===== config.mk =====
export PLATFORM = sky130hd
export DESIGN_NAME = uart_rx_flat
export DESIGN_NICKNAME = d
export VERILOG_FILES = /design/src/rtl/uart_rx_if.sv /design/src/rtl/uart_rx.sv /design/src/flat_wrapper.sv
export SDC_FILE = /design/constraint.sdc
export NUM_CORES = 1
export LEC_CHECK = 0
export BUFFER_PORTS_ARGS = -buffer_cell sky130_fd_sc_hd__buf_4
export CELL_PAD_IN_SITES_DETAIL_PLACEMENT = 1
export CELL_PAD_IN_SITES_GLOBAL_PLACEMENT = 2
export CORE_ASPECT_RATIO = 1.2
export CORE_MARGIN = 4
export CORE_UTILIZATION = 39
export DETAILED_ROUTE_END_ITERATION = 10
export HOLD_SLACK_MARGIN = 0.12
export MAX_ROUTING_LAYER = met4
export PLACE_DENSITY_LB_ADDON = 0.1
export SLEW_MARGIN = 10
export SYNTH_ARGS = -nofsm -noshare
export SYNTH_HDL_FRONTEND = slang
export SYNTH_SLANG_ARGS = --single-unit

===== constraint.sdc =====
create_clock -name clk -period 2.3 [get_ports clk]
set_input_delay 0.345 -clock clk [delete_from_list [all_inputs] [get_ports clk]]
set_output_delay 0.345 -clock clk [all_outputs]
set_load 0.005 [all_outputs]

===== src/rtl/uart_rx_if.sv =====
// Receive-side bundle of the 8N1 UART receiver: serial line in, byte/status out.
// The receiver takes the master modport; the consumer (and line driver) takes slave.
interface uart_rx_if;
  logic       rx;
  logic [7:0] rx_data;
  logic       rx_valid;
  logic       frame_err;
  logic       rx_busy;

  modport master (
    input  rx,
    output rx_data,
    output rx_valid,
    output frame_err,
    output rx_busy
  );

  modport slave (
    output rx,
    input  rx_data,
    input  rx_valid,
    input  frame_err,
    input  rx_busy
  );
endinterface


===== src/rtl/uart_rx.sv =====
// 8N1 UART receiver: two-flop synchronised line, mid-bit start validation,
// LSB-first centre sampling, one-cycle rx_valid / frame_err pulses.
module uart_rx #(
  parameter int CLK_FREQ     = 50000000,
  parameter int BAUD_RATE    = 9600,
  parameter int CLKS_PER_BIT = CLK_FREQ / BAUD_RATE
) (
  input  logic     clk,
  input  logic     rst_n,
  uart_rx_if.master bus
);

  localparam logic [15:0] HALF_COUNT = 16'((CLKS_PER_BIT - 1) / 2);
  localparam logic [15:0] LAST_COUNT = 16'(CLKS_PER_BIT - 1);

  typedef enum logic [2:0] {
    IDLE    = 3'd0,
    START   = 3'd1,
    DATA    = 3'd2,
    STOP    = 3'd3,
    CLEANUP = 3'd4
  } state_t;

  state_t      state_reg, state_next;
  logic        rx_s1_reg, rx_s2_reg, rx_prev_reg;
  logic [15:0] clk_count_reg, clk_count_next;
  logic [2:0]  bit_index_reg, bit_index_next;
  logic [7:0]  shift_reg, shift_next;
  logic [7:0]  data_reg, data_next;
  logic        valid_reg, valid_next;
  logic        ferr_reg, ferr_next;
  logic        bit_wr;

  // Each shift bit only loads when the data-bit sample lands on its own index.
  generate
    for (genvar gi = 0; gi < 8; gi++) begin : g_shift
      assign shift_next[gi] = (bit_wr && (bit_index_reg == 3'(gi))) ? rx_s2_reg : shift_reg[gi];
    end
  endgenerate

  always_comb begin
    state_next     = state_reg;
    clk_count_next = clk_count_reg;
    bit_index_next = bit_index_reg;
    data_next      = data_reg;
    valid_next     = 1'b0;
    ferr_next      = 1'b0;
    bit_wr         = 1'b0;
    case (state_reg)
      IDLE: begin
        clk_count_next = 16'd0;
        bit_index_next = 3'd0;
        if (!rx_s2_reg && rx_prev_reg) state_next = START;
      end
      START: begin
        if (clk_count_reg == HALF_COUNT) begin
          clk_count_next = 16'd0;
          state_next     = rx_s2_reg ? IDLE : DATA;
        end else begin
          clk_count_next = clk_count_reg + 16'd1;
        end
      end
      DATA: begin
        if (clk_count_reg == LAST_COUNT) begin
          clk_count_next = 16'd0;
          bit_wr         = 1'b1;
          if (bit_index_reg == 3'd7) begin
            bit_index_next = 3'd0;
            state_next     = STOP;
          end else begin
            bit_index_next = bit_index_reg + 3'd1;
          end
        end else begin
          clk_count_next = clk_count_reg + 16'd1;
        end
      end
      STOP: begin
        if (clk_count_reg == LAST_COUNT) begin
          clk_count_next = 16'd0;
          state_next     = CLEANUP;
          if (rx_s2_reg) begin
            data_next  = shift_reg;
            valid_next = 1'b1;
          end else begin
            ferr_next  = 1'b1;
          end
        end else begin
          clk_count_next = clk_count_reg + 16'd1;
        end
      end
      CLEANUP: begin
        // Wait out a held-low line so a break cannot look like a fresh start.
        if (rx_s2_reg) state_next = IDLE;
      end
      default: state_next = IDLE;
    endcase
  end

  always_ff @(posedge clk or negedge rst_n) begin
    if (!rst_n) begin
      rx_s1_reg     <= 1'b0;
      rx_s2_reg     <= 1'b0;
      rx_prev_reg   <= 1'b0;
      state_reg     <= IDLE;
      clk_count_reg <= 16'd0;
      bit_index_reg <= 3'd0;
      shift_reg     <= 8'h00;
      data_reg      <= 8'h00;
      valid_reg     <= 1'b0;
      ferr_reg      <= 1'b0;
    end else begin
      rx_s1_reg     <= bus.rx;
      rx_s2_reg     <= rx_s1_reg;
      rx_prev_reg   <= rx_s2_reg;
      state_reg     <= state_next;
      clk_count_reg <= clk_count_next;
      bit_index_reg <= bit_index_next;
      shift_reg     <= shift_next;
      data_reg      <= data_next;
      valid_reg     <= valid_next;
      ferr_reg      <= ferr_next;
    end
  end

  assign bus.rx_data   = data_reg;
  assign bus.rx_valid  = valid_reg;
  assign bus.frame_err = ferr_reg;
  assign bus.rx_busy   = (state_reg != IDLE);

endmodule

===== src/flat_wrapper.sv =====
// flat-port wrapper written by rule: the top's interface ports become plain ports
module uart_rx_flat 
#(
  parameter int CLK_FREQ     = 50000000,
  parameter int BAUD_RATE    = 9600,
  parameter int CLKS_PER_BIT = CLK_FREQ / BAUD_RATE
)
  (clk, rst_n, bus_rx, bus_rx_data, bus_rx_valid, bus_frame_err, bus_rx_busy);
  uart_rx_if bus_i ();
  input  logic clk;
  input  logic rst_n;
  input wire logic [$bits(bus_i.rx)-1:0] bus_rx;
  output wire logic [$bits(bus_i.rx_data)-1:0] bus_rx_data;
  output wire logic [$bits(bus_i.rx_valid)-1:0] bus_rx_valid;
  output wire logic [$bits(bus_i.frame_err)-1:0] bus_frame_err;
  output wire logic [$bits(bus_i.rx_busy)-1:0] bus_rx_busy;
  assign bus_i.rx = bus_rx;
  assign bus_rx_data = bus_i.rx_data;
  assign bus_rx_valid = bus_i.rx_valid;
  assign bus_frame_err = bus_i.frame_err;
  assign bus_rx_busy = bus_i.rx_busy;
  uart_rx #(.CLK_FREQ(CLK_FREQ), .BAUD_RATE(BAUD_RATE), .CLKS_PER_BIT(CLKS_PER_BIT)) u_core (.clk(clk), .rst_n(rst_n), .bus(bus_i));
endmodule

==> reports/qor.log, run 1 <==
qor: hold_path.whs_path_depth 1
qor: timing.rsz0062_at_grt no
qor: timing.max-slew-margin-rel 55.3%
qor: logic_synthesis.postSynthAreaPerCell 10.5 µm²
qor: detailed_routing.detailedRoute.firstPassIterationCount 4
qor: logic_synthesis.ys_dominant_reg_cell dfrtp_1
qor: clock_network.clk_pin_slew 0.09 ns
qor: detailed_routing.iteration_0_drc_markers 82
qor: timing.finalSetupViolations 0
qor: timing.hold_violations 0
qor: detailed_routing.detail_route.drc_violations 0
qor: logic_synthesis.synth_edf_count 0
qor: layout.area_growth 14.2%
qor: layout.drive_gt1_share 25.4%
qor: placed_design.finalWeightedCongestion 0.761
qor: logic_synthesis.synth_warnings 0
qor: die.die-height 91.1 µm
qor: die.design.die.area 7040 µm²
qor: clock_network.clk_latency 0.30 ns
qor: logic_synthesis.yosys.area.top_type_share 47.9%
qor: clock_network.cts.sinks 43
qor: setup_path.cp_max_fo 13
qor: logic_synthesis.synthesis.nets 224
qor: flow_run.max_cap_viol_count 0
qor: power.intPower 0.00139 W
qor: timing.drv_slew 0
qor: setup_path.path_class reg -> reg
qor: hold_path.worst_hold_path_type in -> reg
qor: power.power_density_relative_to_cell_area 830 nW/µm²
qor: timing.fin_setup_tns 0 ns
qor: die.ports_placed_on_the_boundary 14
qor: clock_network.tritoncts_clock_tree yes
qor: layout.multi_input_combinational_cell_area 1090 µm²
qor: power.comb_power_share 30.3%
qor: timing.finClkSkew 0.00409 ns
qor: detailed_routing.vias_per_cell 5.58
qor: detailed_routing.routed_wl_per_cell 17.4 µm
qor: layout.largest_register_ffs 16
qor: layout.nFillCells 638
qor: logic_synthesis.syn-cell-area 2250 µm²
qor: global_routing.track_usage 16.3%
qor: global_routing.grt_pass1_wl 8820 µm
qor: logic_synthesis.synth.area.top_cells dfrtp_1 48%, mux2_2 6.5%, mux2_4 4.0%
qor: die.die_wd 77.3 µm
qor: layout.antenna_cells_inserted 0
qor: detailed_routing.ant_nets 0
qor: power.power_leakage 1.20 nW
qor: power.ir_drop 388 µV
qor: power.netSwitchingPower 0.000735 W
qor: setup_path.critPathRequiredTime 2.49 ns
qor: timing.worstMarginPinSlew 0.664 ns
qor: logic_synthesis.synth_cell_type_count 46
qor: global_routing.number_of_global_route_vias_before_repair 1765
qor: layout.top_library_cells_by_usage_in_the_layout_fill_and_taps_aside 43 x dfrtp_1, 21 x nor2_1, 21 x buf_4
qor: clock_network.cts.htree.levels 2
qor: detailed_routing.route.vias.total 1651
qor: clock_network.postCtsSetupRepairBufs 0
qor: setup_path.cp-end-kind register
qor: clock_network.number_of_buffers_inserted_during_clock_tree_synthesis 5
qor: layout.finalNetCount 241
qor: power.p_clk_share 29.0%
qor: global_routing.gr_ovfl_total 0
qor: logic_synthesis.synth.largest_area_cell dfrtp_1
qor: layout.seqCellArea 1080 µm²
qor: setup_path.cp.arrival 2.29 ns
qor: detailed_routing.finalWirelength 5140 µm
qor: global_routing.antenna_violations_before_repair 0
qor: logic_synthesis.synth_seq_cells 43
qor: die.coreArea 5630 µm²
qor: logic_synthesis.number_of_instances_in_the_synthesized_netlist 214
qor: placed_design.numPortBuffers 13
qor: power.switching_share 34.5%
qor: logic_synthesis.async_flop_share 100%
qor: clock_network.max-clock-path-buffers 2
qor: die.starting_density_of_the_core 39.9%
qor: die.placement_rows 30
qor: logic_synthesis.ys_seq_area_share 47.9%
qor: layout.final_common_cell dfrtp_1
qor: global_routing.largest_net_degree_at_the_start_of_global_routing 44
qor: clock_network.cts.root.buffer_cell clkbuf_8
qor: outcome.outcome finished, final reports clean
qor: timing.final.hold.worst_slack 0.146 ns
qor: power.share_seq_of_total_power 40.7%
qor: setup_path.worst_r2r_path_depth 6
qor: setup_path.startpoint_class register
qor: timing.post-route-period-util 91.4%
qor: timing.clock_period_minus_worst_slack 2.10 ns
qor: placed_design.dpl.hpwl 3760 µm
qor: timing.max_clock_freq 476 MHz
## layer usage
layer  global-route usage, %  vias to the layer above  part of all wire (%)
li1                        -                      785                     -
met3                    3.17                       10                   3.0
met4                    6.08                        0                   2.0
met2                    28.7                       25                    55
met1                    18.1                      831                    40
met5                       -                        -                     0
## power by group through the flow
stage	Clock, W	Sequential (W)	Combinational [W]
final	0.000617	0.000867	0.000645
after CTS	0.000640	0.000865	0.000650
after global routing	0.000669	0.000875	0.000723
after global placement	0	0.000876	0.000614
after detailed placement	0	0.000880	0.000646
after floorplan	0	0.000849	0.000466
## per-stage QoR
step / total power [W] / area, µm² / instances / worst slack, ns / util, %
detailed placement: 0.00153 / 2430 / 287 / 0.141 / 43.2
CTS: 0.00215 / 2560 / 296 / 0.119 / 45.4
floorplan: 0.00131 / 2250 / 214 / 0.465 / -
finish: 0.00213 / 2560 / 296 / 0.198 / 45.6
global placement: 0.00149 / 2430 / 287 / 0.204 / 43.2
global route: 0.00227 / 2560 / 296 / 0.0348 / 45.6
## cell usage after synthesis (3+ instances only)
cell type / instances
mux2_4: 6
o22ai_1: 3
nor3_1: 3
o21ai_0: 9
nor2b_1: 4
mux2_2: 13
nand2_1: 16
nand3_1: 16
buf_2: 3
ha_1: 7
dfrtp_1: 43
xnor2_1: 3
nor2_1: 21
clkbuf_1: 7
and3_1: 3
nand4_1: 6
inv_1: 8
xor2_1: 5
## kinds of logic (layout without fill, tap and decap cells)
family	after synthesis	in the layout	synth area share (%)
simple gates	94	94	24.2
flops	43	43	47.9
compound gates	21	21	5.74
mux	21	21	11.4
buf+inv	20	38	3.73
xor+xnor	8	8	3.12
fa+ha+maj	7	7	3.90
## critical path: stages (launching register included)
cell and delay [ns]:
dfrtp_1 0.40, ha_2 0.23, nor4b_4 0.31, and4_4 0.32, nor2_2 0.12, nor3_2 0.26, mux2_2 0.36
## final cells by class
class                           count  share of cell area (%)
Timing Repair Buffer               22                    6.54
Clock inverter                      3                    1.85
Sequential cell                    43                    42.0
Clock buffer                        5                    2.68
Multi-Input combinational cell    151                    42.7
Inverter                            8                    1.17
Tap cell                           64                    3.12
## final timing paths
path                                                     start                                end  slack, ns
max reg2reg                u_core.clk_count_reg[1]$_DFFE_PN0P_    u_core.state_reg[1]$_DFFE_PN0P_       0.20
max                        u_core.clk_count_reg[1]$_DFFE_PN0P_    u_core.state_reg[1]$_DFFE_PN0P_       0.20
min                                                     bus_rx         u_core.rx_s1_reg$_DFF_PN0_       0.15
min reg2reg                         u_core.rx_s1_reg$_DFF_PN0_         u_core.rx_s2_reg$_DFF_PN0_       0.36
min in group asynchronous                                rst_n  u_core.bus.rx_data[0]$_DFFE_PN0P_       0.56
max in group asynchronous                                rst_n       u_core.rx_prev_reg$_DFF_PN0_       1.34
## repair_timing
| item | CTS | global route |
|---|---|---|
| setup endpoints to repair | 0 | 3 |
| endpoints found under the hold margin | 43 | 0 |
| gates resized for setup | 0 | 2 |
| hold buffers | 1 | 0 |
Note: power is estimated with default switching activity, not from simulation.
==> run 2: changes to the inputs <==
Settings changed: BUFFER_PORTS_ARGS -buffer_cell sky130_fd_sc_hd__buf_4 to -buffer_cell sky130_fd_sc_hd__buf_2, CAP_MARGIN set to 25.
==> run 2 against run 1 <==
Die area unchanged. Non-clock buffer count down 2. Clock skew up 0.0018 ns. Fmax down 0.18%. Routed wire length down 0.14%. Sequential share of layout area up 0.94 points. Core utilization down 1.0 points. Critical endpoint is now u_core.clk_count_reg[15]$_DFFE_PN0P_.
==> reports/qor.log, run 2 (synthesis gave the netlist of run 1 again) <==
qor: outcome.outcome finished, final reports clean [unchanged]
qor: layout.antenna_cells_inserted 0 [unchanged]
qor: hold_path.worst_hold_path_type in -> reg [unchanged]
qor: timing.finClkSkew 0.00586 ns [was 0.00409 ns]
qor: layout.drive_gt1_share 23.9% [was 25.4%]
qor: placed_design.numPortBuffers 13 [unchanged]
qor: timing.post-route-period-util 91.5% [was 91.4%]
qor: setup_path.critPathRequiredTime 2.51 ns [was 2.49 ns]
qor: clock_network.cts.root.buffer_cell clkbuf_8 [unchanged]
qor: clock_network.clk_latency 0.30 ns [about the same]
qor: setup_path.critical-path-slowest-cell a31oi_1 [was dfrtp_1]
qor: detailed_routing.routed_wl_per_cell 17.4 µm [about the same]
qor: timing.drv_slew 0 [unchanged]
qor: die.placement_rows 30 [unchanged]
qor: power.power_leakage 1.19 nW [was 1.20 nW]
qor: die.die-height 91.1 µm [unchanged]
qor: clock_network.postCtsSetupRepairBufs 0 [unchanged]
qor: detailed_routing.ant_nets 0 [unchanged]
qor: setup_path.critical-path-max-stage-delay 0.63 ns [was 0.40 ns]
qor: die.die_wd 77.3 µm [unchanged]
qor: global_routing.track_usage 16.1% [was 16.3%]
qor: global_routing.grt_util_met2 28.0% [was 28.7%]
qor: clock_network.number_of_buffers_inserted_during_clock_tree_synthesis 5 [unchanged]
qor: power.ir_drop 362 µV [was 388 µV]
qor: setup_path.rr_endpoint u_core.clk_count_reg[15]$_DFFE_PN0P_ [was u_core.state_reg[1]$_DFFE_PN0P_]
qor: setup_path.critical_path_buf_inv_count 1 [was 0]
qor: global_routing.number_of_global_route_vias_before_repair 1800 [was 1765]
qor: setup_path.cp_max_fo 8 [was 13]
qor: layout.final_common_cell dfrtp_1 [unchanged]
qor: global_routing.global_route.peak_usage_layer met2 [unchanged]
qor: clock_network.max-clock-path-buffers 2 [unchanged]
qor: setup_path.critPathTopFamily compound AO/OA/AOI/OAI gates [was simple AND/OR/NAND/NOR gates]
qor: die.coreArea 5630 µm² [unchanged]
qor: setup_path.worst_r2r_path_depth 6 [unchanged]
qor: global_routing.antenna_violations_before_repair 0 [unchanged]
qor: setup_path.crit_chain nor3b_1, and4_1, a31oi_1, buf_4, o21bai_1, a22oi_1 [was ha_2, nor4b_4, and4_4, nor2_2, nor3_2, mux2_2]
qor: timing.final.hold.worst_slack 0.145 ns [was 0.146 ns]
qor: die.ports_placed_on_the_boundary 14 [unchanged]
qor: power.power_density_relative_to_cell_area 836 nW/µm² [was 830 nW/µm²]
qor: placed_design.finalWeightedCongestion 0.831 [was 0.761]
qor: detailed_routing.detail_route.drc_violations 0 [unchanged]
qor: detailed_routing.route.vias.total 1651 [unchanged]
qor: timing.clock_period_minus_worst_slack 2.11 ns [was 2.10 ns]
qor: setup_path.startpoint_class register [unchanged]
qor: flow_run.max_cap_viol_count 0 [unchanged]
qor: hold_path.hold_path.startpoint bus_rx [unchanged]
qor: detailed_routing.finalWirelength 5130 µm [was 5140 µm]
qor: timing.hold_violations 0 [unchanged]
qor: die.starting_density_of_the_core 39.9% [unchanged]
qor: global_routing.grt_pass1_wl 8690 µm [was 8820 µm]
qor: setup_path.cp.arrival 2.31 ns [was 2.29 ns]
qor: clock_network.clk_pin_slew 0.09 ns [about the same]
qor: setup_path.path_class reg -> reg [unchanged]
qor: placed_design.dpl.hpwl 3900 µm [was 3760 µm]
qor: layout.finalNetCount 239 [was 241]
qor: hold_path.whs_path_depth 1 [unchanged]
qor: die.design.die.area 7040 µm² [unchanged]
qor: layout.area_growth 11.7% [was 14.2%]
qor: setup_path.critical_path.reg2reg.startpoint u_core.clk_count_reg[9]$_DFFE_PN0P_ [was u_core.clk_count_reg[1]$_DFFE_PN0P_]
qor: global_routing.grt_use_met1 18.1% [about the same]
qor: timing.worstMarginPinSlew 0.821 ns [was 0.664 ns]
qor: global_routing.gr_ovfl_total 0 [unchanged]
qor: setup_path.setup.reg_to_reg.worst_slack 0.19 ns [was 0.20 ns]
qor: timing.rsz0062_at_grt no [unchanged]
qor: clock_network.cts.htree.levels 2 [unchanged]
qor: clock_network.cts.sinks 43 [unchanged]
qor: layout.top_library_cells_by_usage_in_the_layout_fill_and_taps_aside 43 x dfrtp_1, 21 x nor2_1, 16 x nand2_1, 16 x nand3_1 [was 43 x dfrtp_1, 21 x nor2_1, 21 x buf_4]
qor: global_routing.global_route.usage.met3 2.08% [was 3.17%]
qor: detailed_routing.vias_per_cell 5.62 [was 5.58]
qor: setup_path.cp-end-kind register [unchanged]
qor: hold_path.whs_endpoint u_core.rx_s1_reg$_DFF_PN0_ [unchanged]
qor: clock_network.tritoncts_clock_tree yes [unchanged]
qor: detailed_routing.detailedRoute.firstPassIterationCount 4 [unchanged]
qor: timing.max_clock_freq 475 MHz [was 476 MHz]
qor: timing.max-slew-margin-rel 45.0% [was 55.3%]
qor: layout.largest_register_ffs 16 [unchanged]
qor: timing.fin_setup_tns 0 ns [unchanged]
qor: global_routing.largest_net_degree_at_the_start_of_global_routing 23 [was 44]
qor: timing.finalSetupViolations 0 [unchanged]
qor: layout.nFillCells 633 [was 638]
qor: detailed_routing.iteration_0_drc_markers 25 [was 82]
run 2: cell types whose count changed in the layout (fill, tap and decap cells not counted), sizes merged:
| cell | before | now |
|---|---|---|
| buf | 21 | 19 |
run 2: worst max path at each step:
stage	startpoint	slack, ns	cells after the start	endpoint
2_1_floorplan	u_core.clk_count_reg[0]$_DFFE_PN0P_	0.46	7	u_core.shift_reg[4]$_DFFE_PN0P_
3_3_place_gp	u_core.clk_count_reg[0]$_DFFE_PN0P_	0.30	6	u_core.shift_reg[4]$_DFFE_PN0P_
3_5_place_dp	u_core.clk_count_reg[0]$_DFFE_PN0P_	0.20	6	u_core.shift_reg[0]$_DFFE_PN0P_
4_1_cts	u_core.clk_count_reg[0]$_DFFE_PN0P_	0.19	6	u_core.shift_reg[0]$_DFFE_PN0P_
5_1_grt	u_core.clk_count_reg[0]$_DFFE_PN0P_	0.1	6	u_core.shift_reg[0]$_DFFE_PN0P_
6_report	u_core.clk_count_reg[9]$_DFFE_PN0P_	0.19	6	u_core.clk_count_reg[15]$_DFFE_PN0P_
run 2: layout make-up:
class                      count  area [µm²]  share of cell area [%]
inverter                       8        30.0                    1.20
clock buffer                   5        68.8                    2.74
multi-input combinational    151        1090                    43.3
tap                           64        80.1                    3.19
timing repair buffer          20         120                    4.79
sequential                    43        1080                    42.9
clock inverter                 3        47.5                    1.90
run 2: routing by layer:
| metal | vias to the layer above | part of all wire (%) |
|---|---|---|
| li1 | 781 | - |
| met1 | 840 | 42 |
| met2 | 19 | 54 |
| met3 | 11 | 1.6 |
| met4 | 0 | 2.3 |
| met5 | - | 0 |
run 2: timing repair:
action	in CTS	in global routing
endpoints found under the hold margin	21	0
resized for setup	0	0
hold buffers	1	0
run 2: through the flow:
step	cells	cell area, µm²	util (%)	power (W)	worst slack, ns
5_1_grt	294	2510	44.6	0.00222	0.0996
3_5_place_dp	285	2380	42.3	0.00150	0.198
2_1_floorplan	214	2250	-	0.00131	0.465
4_1_cts	294	2510	44.6	0.00213	0.190
3_3_place_gp	285	2380	42.3	0.00148	0.302
6_report	294	2510	44.6	0.00210	0.194
run 2: power breakdown:
part / leakage, nW / internal [W] / switching [W]
clock: 0.0587 / 0.000329 / 0.000277
sequential: 0.587 / 0.000809 / 0.0000614
combinational: 0.545 / 0.000238 / 0.000382
total: 1.19 / 0.00138 / 0.000720
==> run 3: changes to the inputs <==
Settings changed: CORE_ASPECT_RATIO 1.2 to 1.4, PLACE_DENSITY set to 0.82, PLACE_DENSITY_LB_ADDON 0.1 to not set.
==> run 3 against run 2 <==
Combinational power shrank 4.5%. Via count shrank 3.3%. Non-clock buffer count shrank 1. Routed wire length shrank 3.7%. Die area grew 0.17%. Clock power shrank 20%. Count of clock-buffer cells in the layout grew 1. Critical path depth is the same. Worst setup slack gained 0.041 ns. Critical path type unchanged. Critical endpoint is now u_core.state_reg[1]$_DFFE_PN0P_. Largest power group unchanged.
==> reports/qor.log, run 3 (synthesis gave the netlist of run 1 again) <==
qor: outcome.outcome finished, final reports clean [unchanged]
qor: layout.drive_gt1_share 23.2% [was 23.9%]
qor: global_routing.grt_use_met1 17.3% [was 18.1%]
qor: layout.final_common_cell dfrtp_1 [unchanged]
qor: layout.nFillCells 659 [was 633]
qor: layout.antenna_cells_inserted 0 [unchanged]
qor: global_routing.number_of_global_route_vias_before_repair 1647 [was 1800]
qor: placed_design.dpl.hpwl 3680 µm [was 3900 µm]
qor: setup_path.crit_chain ha_1, nor4b_4, and4_4, nor2_2, nor3_2, mux2_2 [was nor3b_1, and4_1, a31oi_1, buf_4, o21bai_1, a22oi_1]
qor: clock_network.cts.sinks 43 [unchanged]
qor: layout.final_design_area_no_fill 2490 µm² [was 2510 µm²]
qor: timing.post-route-period-util 89.8% [was 91.5%]
qor: setup_path.cp.arrival 2.24 ns [was 2.31 ns]
qor: setup_path.critPathRequiredTime 2.48 ns [was 2.51 ns]
qor: die.ports_placed_on_the_boundary 14 [unchanged]
qor: detailed_routing.detailedRoute.firstPassIterationCount 4 [unchanged]
qor: clock_network.number_of_buffers_inserted_during_clock_tree_synthesis 5 [unchanged]
qor: setup_path.worst_r2r_path_depth 6 [unchanged]
qor: global_routing.global_route.usage.met3 2.78% [was 2.08%]
qor: global_routing.antenna_violations_before_repair 0 [unchanged]
qor: placed_design.pre_cts_slack 0.241 ns [was 0.198 ns]
qor: detailed_routing.route.vias.total 1596 [was 1651]
qor: die.starting_density_of_the_core 40.4% [was 39.9%]
qor: placed_design.dpl.cell_count 288 [was 285]
qor: die.die-height 97.8 µm [was 91.1 µm]
qor: setup_path.critical-path-slowest-cell dfrtp_1 [was a31oi_1]
qor: clock_network.clk_pin_slew 0.08 ns [was 0.09 ns]
qor: setup_path.cp-end-kind register [unchanged]
qor: layout.seqCellArea 1080 µm² [unchanged]
qor: timing.finClkSkew 0.00701 ns [was 0.00586 ns]
qor: global_routing.gr_ovfl_total 0 [unchanged]
qor: layout.area_growth 10.9% [was 11.7%]
qor: die.design.die.area 7050 µm² [was 7040 µm²]
qor: setup_path.critPathTopFamily simple AND/OR/NAND/NOR gates [was compound AO/OA/AOI/OAI gates]
qor: placed_design.placement.cell_area 2390 µm² [was 2380 µm²]
qor: layout.largest_register_ffs 16 [unchanged]
qor: clock_network.cts.root.buffer_cell clkbuf_8 [unchanged]
qor: timing.worstMarginPinSlew 0.592 ns [was 0.821 ns]
qor: setup_path.path_class reg -> reg [unchanged]
qor: layout.finalNetCount 238 [was 239]
qor: timing.fin_setup_tns 0 ns [unchanged]
qor: clock_network.clk_latency 0.29 ns [was 0.30 ns]
qor: detailed_routing.iteration_0_drc_markers 20 [was 25]
qor: power.power_density_relative_to_cell_area 799 nW/µm² [was 836 nW/µm²]
qor: placed_design.finalWeightedCongestion 0.803 [was 0.831]
qor: timing.max-slew-margin-rel 60.1% [was 45.0%]
qor: layout.multi_input_combinational_cell_area 1090 µm² [unchanged]
qor: detailed_routing.detail_route.drc_violations 0 [unchanged]
qor: setup_path.critical_path_buf_inv_count 0 [was 1]
qor: power.ir_drop 373 µV [was 362 µV]
qor: detailed_routing.ant_nets 0 [unchanged]
qor: clock_network.tritoncts_clock_tree yes [unchanged]
qor: global_routing.global_route.peak_usage_layer met2 [unchanged]
qor: setup_path.rr_endpoint u_core.state_reg[1]$_DFFE_PN0P_ [was u_core.clk_count_reg[15]$_DFFE_PN0P_]
qor: die.die_wd 72.1 µm [was 77.3 µm]
qor: global_routing.grt_pass1_wl 8360 µm [was 8690 µm]
qor: timing.finalSetupViolations 0 [unchanged]
qor: setup_path.startpoint_class register [unchanged]
qor: flow_run.max_cap_viol_count 0 [unchanged]
qor: timing.drv_slew 0 [unchanged]
qor: layout.top_library_cells_by_usage_in_the_layout_fill_and_taps_aside 43 x dfrtp_1, 21 x nor2_1, 16 x nand2_1, 16 x nand3_1 [unchanged]
qor: die.placement_rows 32 [was 30]
qor: setup_path.cp_max_fo 13 [was 8]
qor: setup_path.setup.reg_to_reg.worst_slack 0.24 ns [was 0.19 ns]
qor: detailed_routing.vias_per_cell 5.39 [was 5.62]
qor: timing.max_clock_freq 484 MHz [was 475 MHz]
qor: timing.finalWorstSetupSlack 0.235 ns [was 0.194 ns]
qor: clock_network.cts.htree.levels 2 [unchanged]
qor: layout.finish.utilization 44.7% [was 44.6%]
qor: setup_path.critical_path.reg2reg.startpoint u_core.clk_count_reg[0]$_DFFE_PN0P_ [was u_core.clk_count_reg[9]$_DFFE_PN0P_]
qor: clock_network.max-clock-path-buffers 2 [unchanged]
qor: setup_path.critical_path_depth 6 [unchanged]
qor: global_routing.largest_net_degree_at_the_start_of_global_routing 24 [was 23]
qor: detailed_routing.finalWirelength 4940 µm [was 5130 µm]
qor: power.power_leakage 1.18 nW [was 1.19 nW]
qor: placed_design.numPortBuffers 13 [unchanged]
qor: layout.post_layout_nonfiller_instances 296 [was 294]
qor: timing.rsz0062_at_grt no [unchanged]
qor: hold_path.hold_path.startpoint bus_rx [unchanged]
qor: global_routing.track_usage 15.6% [was 16.1%]
qor: timing.clock_period_minus_worst_slack 2.06 ns [was 2.11 ns]
qor: detailed_routing.routed_wl_per_cell 16.7 µm [was 17.4 µm]
qor: die.coreArea 5570 µm² [was 5630 µm²]
qor: setup_path.critical-path-max-stage-delay 0.40 ns [was 0.63 ns]
qor: hold_path.whs_endpoint u_core.rx_s1_reg$_DFF_PN0_ [unchanged]
qor: global_routing.grt_util_met2 27.8% [was 28.0%]
qor: timing.hold_violations 0 [unchanged]
qor: clock_network.postCtsSetupRepairBufs 0 [unchanged]
qor: hold_path.whs_path_depth 1 [unchanged]
qor: hold_path.worst_hold_path_type in -> reg [unchanged]
-- run 3: how the worst max path moves through the flow --
stage                                        startpoint                         endpoint  slack [ns]
floorplan           u_core.clk_count_reg[0]$_DFFE_PN0P_  u_core.shift_reg[4]$_DFFE_PN0P_        0.46
global placement    u_core.clk_count_reg[5]$_DFFE_PN0P_  u_core.state_reg[0]$_DFFE_PN0P_        0.31
detailed placement  u_core.clk_count_reg[1]$_DFFE_PN0P_  u_core.state_reg[1]$_DFFE_PN0P_        0.24
CTS                 u_core.clk_count_reg[1]$_DFFE_PN0P_  u_core.state_reg[1]$_DFFE_PN0P_        0.23
global route        u_core.clk_count_reg[0]$_DFFE_PN0P_  u_core.state_reg[1]$_DFFE_PN0P_        0.09
finish              u_core.clk_count_reg[0]$_DFFE_PN0P_  u_core.state_reg[1]$_DFFE_PN0P_        0.24
-- run 3: repair_timing --
| item | 4_1_cts | 5_1_grt |
|---|---|---|
| endpoints found under the hold margin | 20 | 0 |
| endpoints found under the setup margin | 0 | 0 |
| resized for setup | 0 | 0 |
| hold buffers | 1 | 0 |
-- run 3: cell type report --
type	count	share of cell area, %
multi-input combinational	151	43.6
sequential	43	43.2
timing repair buffer	19	5.03
tap	68	3.42
clock buffer	6	3.32
inverter	8	1.21
clock inverter	1	0.201
-- run 3: where the power goes --
part           total, W  switching, W  internal (W)
sequential     0.000911      0.000103      0.000808
combinational  0.000592      0.000344      0.000249
clock          0.000486      0.000250      0.000236
total           0.00199      0.000697       0.00129
-- run 3: per-stage QoR --
stage / power [W] / hold WS [ns]
2_1_floorplan: 0.00131 / 0.0494
3_3_place_gp: 0.00152 / 0.336
3_5_place_dp: 0.00153 / 0.342
4_1_cts: 0.00203 / 0.151
5_1_grt: 0.00213 / 0.149
6_report: 0.00199 / 0.163
-- run 3: per-layer routing --
| layer | vias to the layer above | part of all wire, % |
|---|---|---|
| met5 | - | 0 |
| met4 | 0 | 1.2 |
| met3 | 6 | 2.1 |
| met2 | 16 | 55 |
| met1 | 796 | 42 |
| li1 | 778 | - |
